`src/rtl/ts_capture_arbiter.sv`:
```
// Latches the shared seconds/nanoseconds timestamp per capture port and drains the held
// records round-robin into a single valid/ready stream, counting captures lost to busy slots.
module ts_capture_arbiter #(
  parameter int unsigned NUM_PORTS  = 4,
  parameter int unsigned DROP_CNT_W = 16,
  parameter int unsigned PORT_W     = (NUM_PORTS > 1) ? $clog2(NUM_PORTS) : 1
) (
  input  logic                  clk,
  input  logic                  reset_n,
  input  logic [31:0]           i_ts_seconds,
  input  logic [31:0]           i_ts_nanoseconds,
  input  logic [NUM_PORTS-1:0]  i_cap_req,
  output logic                  o_out_valid,
  input  logic                  i_out_ready,
  output logic [PORT_W-1:0]     o_out_port,
  output logic [31:0]           o_out_seconds,
  output logic [31:0]           o_out_nanoseconds,
  output logic [NUM_PORTS-1:0]  o_drop_flag,
  output logic [DROP_CNT_W-1:0] o_drop_count,
  input  logic                  i_drop_clear
);

  localparam int unsigned SumW = DROP_CNT_W + 5;

  logic [NUM_PORTS-1:0]  r_pending;
  logic [31:0]           r_slot_sec [NUM_PORTS];
  logic [31:0]           r_slot_ns  [NUM_PORTS];
  logic [PORT_W-1:0]     r_ptr;
  logic                  r_valid;
  logic [PORT_W-1:0]     r_port;
  logic [31:0]           r_sec;
  logic [31:0]           r_ns;
  logic [NUM_PORTS-1:0]  r_drop_flag;
  logic [DROP_CNT_W-1:0] r_drop_cnt;

  logic                  w_load;
  logic [PORT_W:0]       w_idx;
  logic [PORT_W-1:0]     w_grant;
  logic [PORT_W-1:0]     w_ptr_next;
  logic [NUM_PORTS-1:0]  w_move;
  logic [NUM_PORTS-1:0]  w_keep;
  logic [NUM_PORTS-1:0]  w_drop;
  logic [4:0]            w_ndrop;
  logic [SumW-1:0]       w_cnt_sum;
  logic [DROP_CNT_W-1:0] w_cnt_next;

  // Scan downwards so the last hit is the first pending port at or after the pointer.
  always_comb begin
    w_idx   = '0;
    w_grant = r_ptr;
    for (int i = NUM_PORTS - 1; i >= 0; i--) begin
      w_idx = {1'b0, r_ptr} + (PORT_W + 1)'(i);
      if (w_idx >= (PORT_W + 1)'(NUM_PORTS)) begin
        w_idx = w_idx - (PORT_W + 1)'(NUM_PORTS);
      end
      if (r_pending[w_idx[PORT_W-1:0]]) begin
        w_grant = w_idx[PORT_W-1:0];
      end
    end
  end

  always_comb begin
    w_load = (!r_valid || i_out_ready) && (|r_pending);
    w_move = w_load ? (NUM_PORTS'(1) << w_grant) : '0;
    // A slot that stays occupied this cycle cannot take a new capture.
    w_keep = r_pending & ~w_move;
    w_drop = i_cap_req & w_keep;

    w_ndrop = '0;
    for (int p = 0; p < NUM_PORTS; p++) begin
      w_ndrop = w_ndrop + {4'b0, w_drop[p]};
    end
    w_cnt_sum  = (i_drop_clear ? '0 : SumW'(r_drop_cnt)) + SumW'(w_ndrop);
    w_cnt_next = (|w_cnt_sum[SumW-1:DROP_CNT_W]) ? '1 : w_cnt_sum[DROP_CNT_W-1:0];

    if (32'(w_grant) == NUM_PORTS - 1) begin
      w_ptr_next = '0;
    end else begin
      w_ptr_next = w_grant + PORT_W'(1);
    end
  end

  always_ff @(posedge clk) begin
    if (!reset_n) begin
      r_pending   <= '0;
      r_ptr       <= '0;
      r_valid     <= 1'b0;
      r_port      <= '0;
      r_sec       <= '0;
      r_ns        <= '0;
      r_drop_flag <= '0;
      r_drop_cnt  <= '0;
      for (int p = 0; p < NUM_PORTS; p++) begin
        r_slot_sec[p] <= '0;
        r_slot_ns[p]  <= '0;
      end
    end else begin
      r_pending   <= i_cap_req | w_keep;
      r_drop_flag <= (i_drop_clear ? '0 : r_drop_flag) | w_drop;
      r_drop_cnt  <= w_cnt_next;
      for (int p = 0; p < NUM_PORTS; p++) begin
        if (i_cap_req[p] && !w_keep[p]) begin
          r_slot_sec[p] <= i_ts_seconds;
          r_slot_ns[p]  <= i_ts_nanoseconds;
        end
      end
      if (w_load) begin
        r_valid <= 1'b1;
        r_port  <= w_grant;
        r_sec   <= r_slot_sec[w_grant];
        r_ns    <= r_slot_ns[w_grant];
        r_ptr   <= w_ptr_next;
      end else if (i_out_ready) begin
        r_valid <= 1'b0;
      end
    end
  end

  assign o_out_valid       = r_valid;
  assign o_out_port        = r_port;
  assign o_out_seconds     = r_sec;
  assign o_out_nanoseconds = r_ns;
  assign o_drop_flag       = r_drop_flag;
  assign o_drop_count      = r_drop_cnt;

endmodule

```
`config.mk`:
```
export PLATFORM = sky130hd
export DESIGN_NAME = ts_capture_arbiter
export DESIGN_NICKNAME = d
export VERILOG_FILES = /design/src/rtl/ts_capture_arbiter.sv
export SDC_FILE = /design/constraint.sdc
export NUM_CORES = 1
export LEC_CHECK = 0
export BUFFER_PORTS_ARGS = -buffer_cell sky130_fd_sc_hd__buf_2
export CORE_UTILIZATION = 58
export CTS_CLUSTER_SIZE = 16
export DETAILED_ROUTE_END_ITERATION = 10
export GPL_ROUTABILITY_DRIVEN = 0
export GPL_TIMING_DRIVEN = 0
export PLACE_DENSITY = 0.79
export SLEW_MARGIN = 20
export SYNTH_ARGS = -nofsm -noshare
export SYNTH_HDL_FRONTEND = slang
export SYNTH_SLANG_ARGS = --single-unit
```
`constraint.sdc`:
```
create_clock -name clk -period 12.2 [get_ports clk]
set_input_delay 1.22 -clock clk [delete_from_list [all_inputs] [get_ports clk]]
set_output_delay 1.22 -clock clk [all_outputs]
set_load 0.02 [all_outputs]
```
==> metrics <==
status completed; worst reg2reg startpoint r_pending[3]; mapped cell area between 15000 and 20000 um^2; largest net degree at the start of global routing about 40; H-tree levels 2; PortBufs 158; Post-synth EDFFs around 260; row count 59; slew margin rel. approximately a quarter; largest family of logic cells by synthesized area simple AND/OR/NAND/NOR gates; Slowest-stage cell, CP o21bai_1; endpoints failing setup 0; share of cells above drive strength 1 roughly 18%; max_cap viols 0; cell with the most instances after synthesis edfxtp_1; full die area 27100 um^2; worst vdd ir 0.140 mV; Synth Area in Simple Gates between 10% and 20%; first-pass GRT wire length 66300 um; Seq/Total Area, Yosys between 60% and 70%; HP Class flip-flop to flip-flop; post-synthesis register bit count ~350; DP HPWL between 20000 and 30000 um; Hold Crit Depth 2; CTS Hold Bufs 0; DRT antenna net count 0; clock-pin transition on the worst setup and hold timing paths around 0.060 ns; number of global-route vias before repair 11900; RSZ-0062 raised after global routing false; Cell variety after synth 50; FMAX about 170 MHz; Critical Path RT approximately 13 ns; worst slew pin tran about 1.1 ns; Min-Delay Endpoint o_out_nanoseconds[3]; Synth Area in Compound Gates about an eighth; top cell type by total area after synthesis edfxtp_1; Final Non-Filler Cells roughly 1800; TNS Setup 0 ns; initial core utilization roughly 59%; GR Util All Layers roughly a third; Reg2Reg Setup Slack between 6 and 7 ns; worst path cell trace nor2_1 > o21bai_1 > and3_1 > buf_2 > inv_2 > buf_2 > ha_1 > a21boi_0 > nand2_1 > fa_1 > fa_1 > inv_1 > fa_1 > nand4_1 > or4_1 > clkbuf_1 > clkbuf_1 > o221ai_1; crit-path max FO 10; Ys Warns 0; worst slack, placed roughly 6.4 ns; Lkg Pwr between 0.007 and 0.008 uW; Synth async-reset ratio 0%; postcts setup bufs 0; Post-Synth XOR/XNOR Area 0.513%; top-area cell type share of the netlist area around 50%; top post-synthesis cells by area edfxtp_1, dfxtp_1, and3_1; Syn Nets ~1400; top_reg_cell synth edfxtp_1; Slew Viols, Final 0; setup ws final between 6 and 7 ns; root buf cell clkbuf_16; PD cells about 180 nW/um^2; Synth Area in Adders less than 1%; DRC viols 0; post-CTS resize count 0; fin crit share a little under half; post-synthesis mux area share under 10%; first-pass iteration count of the detailed router 5; Setup Skew 0.0226 ns; # IOs 159; Worst Setup End Kind flip-flop; via count roughly 12000; Via-to-Cell Ratio about 6.6; Area Growth Syn to Fin 17.5%; Tmin final a little under 6 ns; Die X between 150 and 200 um; Max clock buf depth 3; CTS buffer count 36; Worst-Skew Late Latency between 0.5 and 0.6 ns; Core Util, Final 69.5%; DR WL/cell 24.3 um; syn_area_per_cell roughly 12 um^2; die span in y approximately 160 um; TritonCTS clock tree yes; drt initial violations between 1500 and 2000; WS Path Type flip-flop to flip-flop; FF-to-FF End o_drop_count[12]; grt ovf 0; initial antenna violation count 3; Reg2Reg Depth 18; min-delay src o_out_nanoseconds[3]; Fin. Hold Viols 0; max incr delay on CP between 0.7 and 0.8 ns; Sink Count approximately 350; top post-synthesis cells by count edfxtp_1, and3_1, dfxtp_1; Gate Count Post-Synth 1277; WP data arrival a little over 6 ns; Inst Count DP 1781; area of the core 26000 um^2; startpoint class of the critical path flip-flop; most frequent CP cell fa_1; nets ~1600; final wirelength ~45000 um
-- logic make-up (layout without fill, tap and decap cells) --
| logic type | count (synthesis) | after routing |
|---|---|---|
| buf+inv | 163 | 398 |
| fa+ha+maj | 5 | 5 |
| simple gates | 404 | 404 |
| other cells | 0 | 2 |
| compound gates | 289 | 289 |
| flops | 349 | 349 |
| mux | 58 | 58 |
| xor+xnor | 9 | 9 |
-- registers in the layout (all words and copies together) (netlist names) --
| name | count |
|---|---|
| o_out_port | 2 |
| o_out_nanoseconds | 32 |
| o_drop_flag | 4 |
| r_ptr | 2 |
| r_slot_ns | 128 |
| o_out_seconds | 32 |
| r_slot_sec | 128 |
| o_out_valid | 1 |
| r_pending | 4 |
| o_drop_count | 16 |
-- layout by cell type (no fill, tap or decap), drive strengths merged, types with 4 or more instances in the layout --
master and n:
nand3 72, inv 47, a31oi 36, o221ai 30, and3 195, nand2b 6, and2 65, edfxtp 256
nor2 21, or3 4, xnor2 5, a221oi 35, xor2 4, mux2i 58, dfxtp 93, nor2b 12
o21a 40, nand2 16, buf 196, clkbuf 147, o21ai 48, clkinv 5, a21oi 55, o31ai 35
-- how the worst max path moves through the flow --
stage | start | cells past startpoint | slack, ns | to
after floorplan | i_out_ready | 6 | 4.95 | r_slot_ns[2][0]
after global placement | i_out_ready | 6 | 0.95 | r_slot_ns[1][4]
after detailed placement | i_out_ready | 16 | 6.43 | o_drop_count[12]
after CTS | r_pending[3] | 18 | 6.51 | o_drop_count[12]
after global routing | r_pending[3] | 18 | 6.21 | o_drop_count[12]
final | r_pending[3] | 18 | 6.42 | o_drop_count[12]
-- power breakdown --
group / switching, uW / leakage, uW / internal (uW)
logic: 481 / 0.00381 / 225
clock network: 449 / 0.000552 / 629
registers: 64.2 / 0.00354 / 1420
total: 994 / 0.00790 / 2270
-- cell type report --
class                   count  area, um^2
flip-flops and latches    349        9550
fillers                  1837        7940
multi-input cells         765        5180
repair buffers            169        1080
clock buffers              56        1040
plain buffers             118         502
well taps                 335         419
inverters                  45         169
clock inverters            10         106
diodes                      2        5.00
-- routing by layer --
layer / wire (um) / vias up / GRT usage (%)
met2: 20800 / 911 / 51.9
met3: 5130 / 178 / 6.40
met1: 16700 / 5780 / 43.3
met4: 2240 / 2 / 18.4
met5: 13 / - / 0
li1: - / 5255 / -
-- critical path, delay by kind of cell, from the launching register on --
family                     cells  cell delay, ns
adders and majority gates      4            1.53
AOI/OAI and AO/OA              3            1.30
buffers and inverters          6            1.07
DFF                            1            0.48
and+or+nand+nor                5            1.32
-- through the flow --
step	area, um^2	hold WS, ns	total power (uW)
final	18000	0.486	3270
after global routing	18000	0.510	3360
after CTS	18000	0.489	3240
after detailed placement	16900	0.470	2190
after global placement	16600	0.446	2160
after floorplan	15400	0.491	1920
No activity file was read; power rests on OpenSTA's default activity.
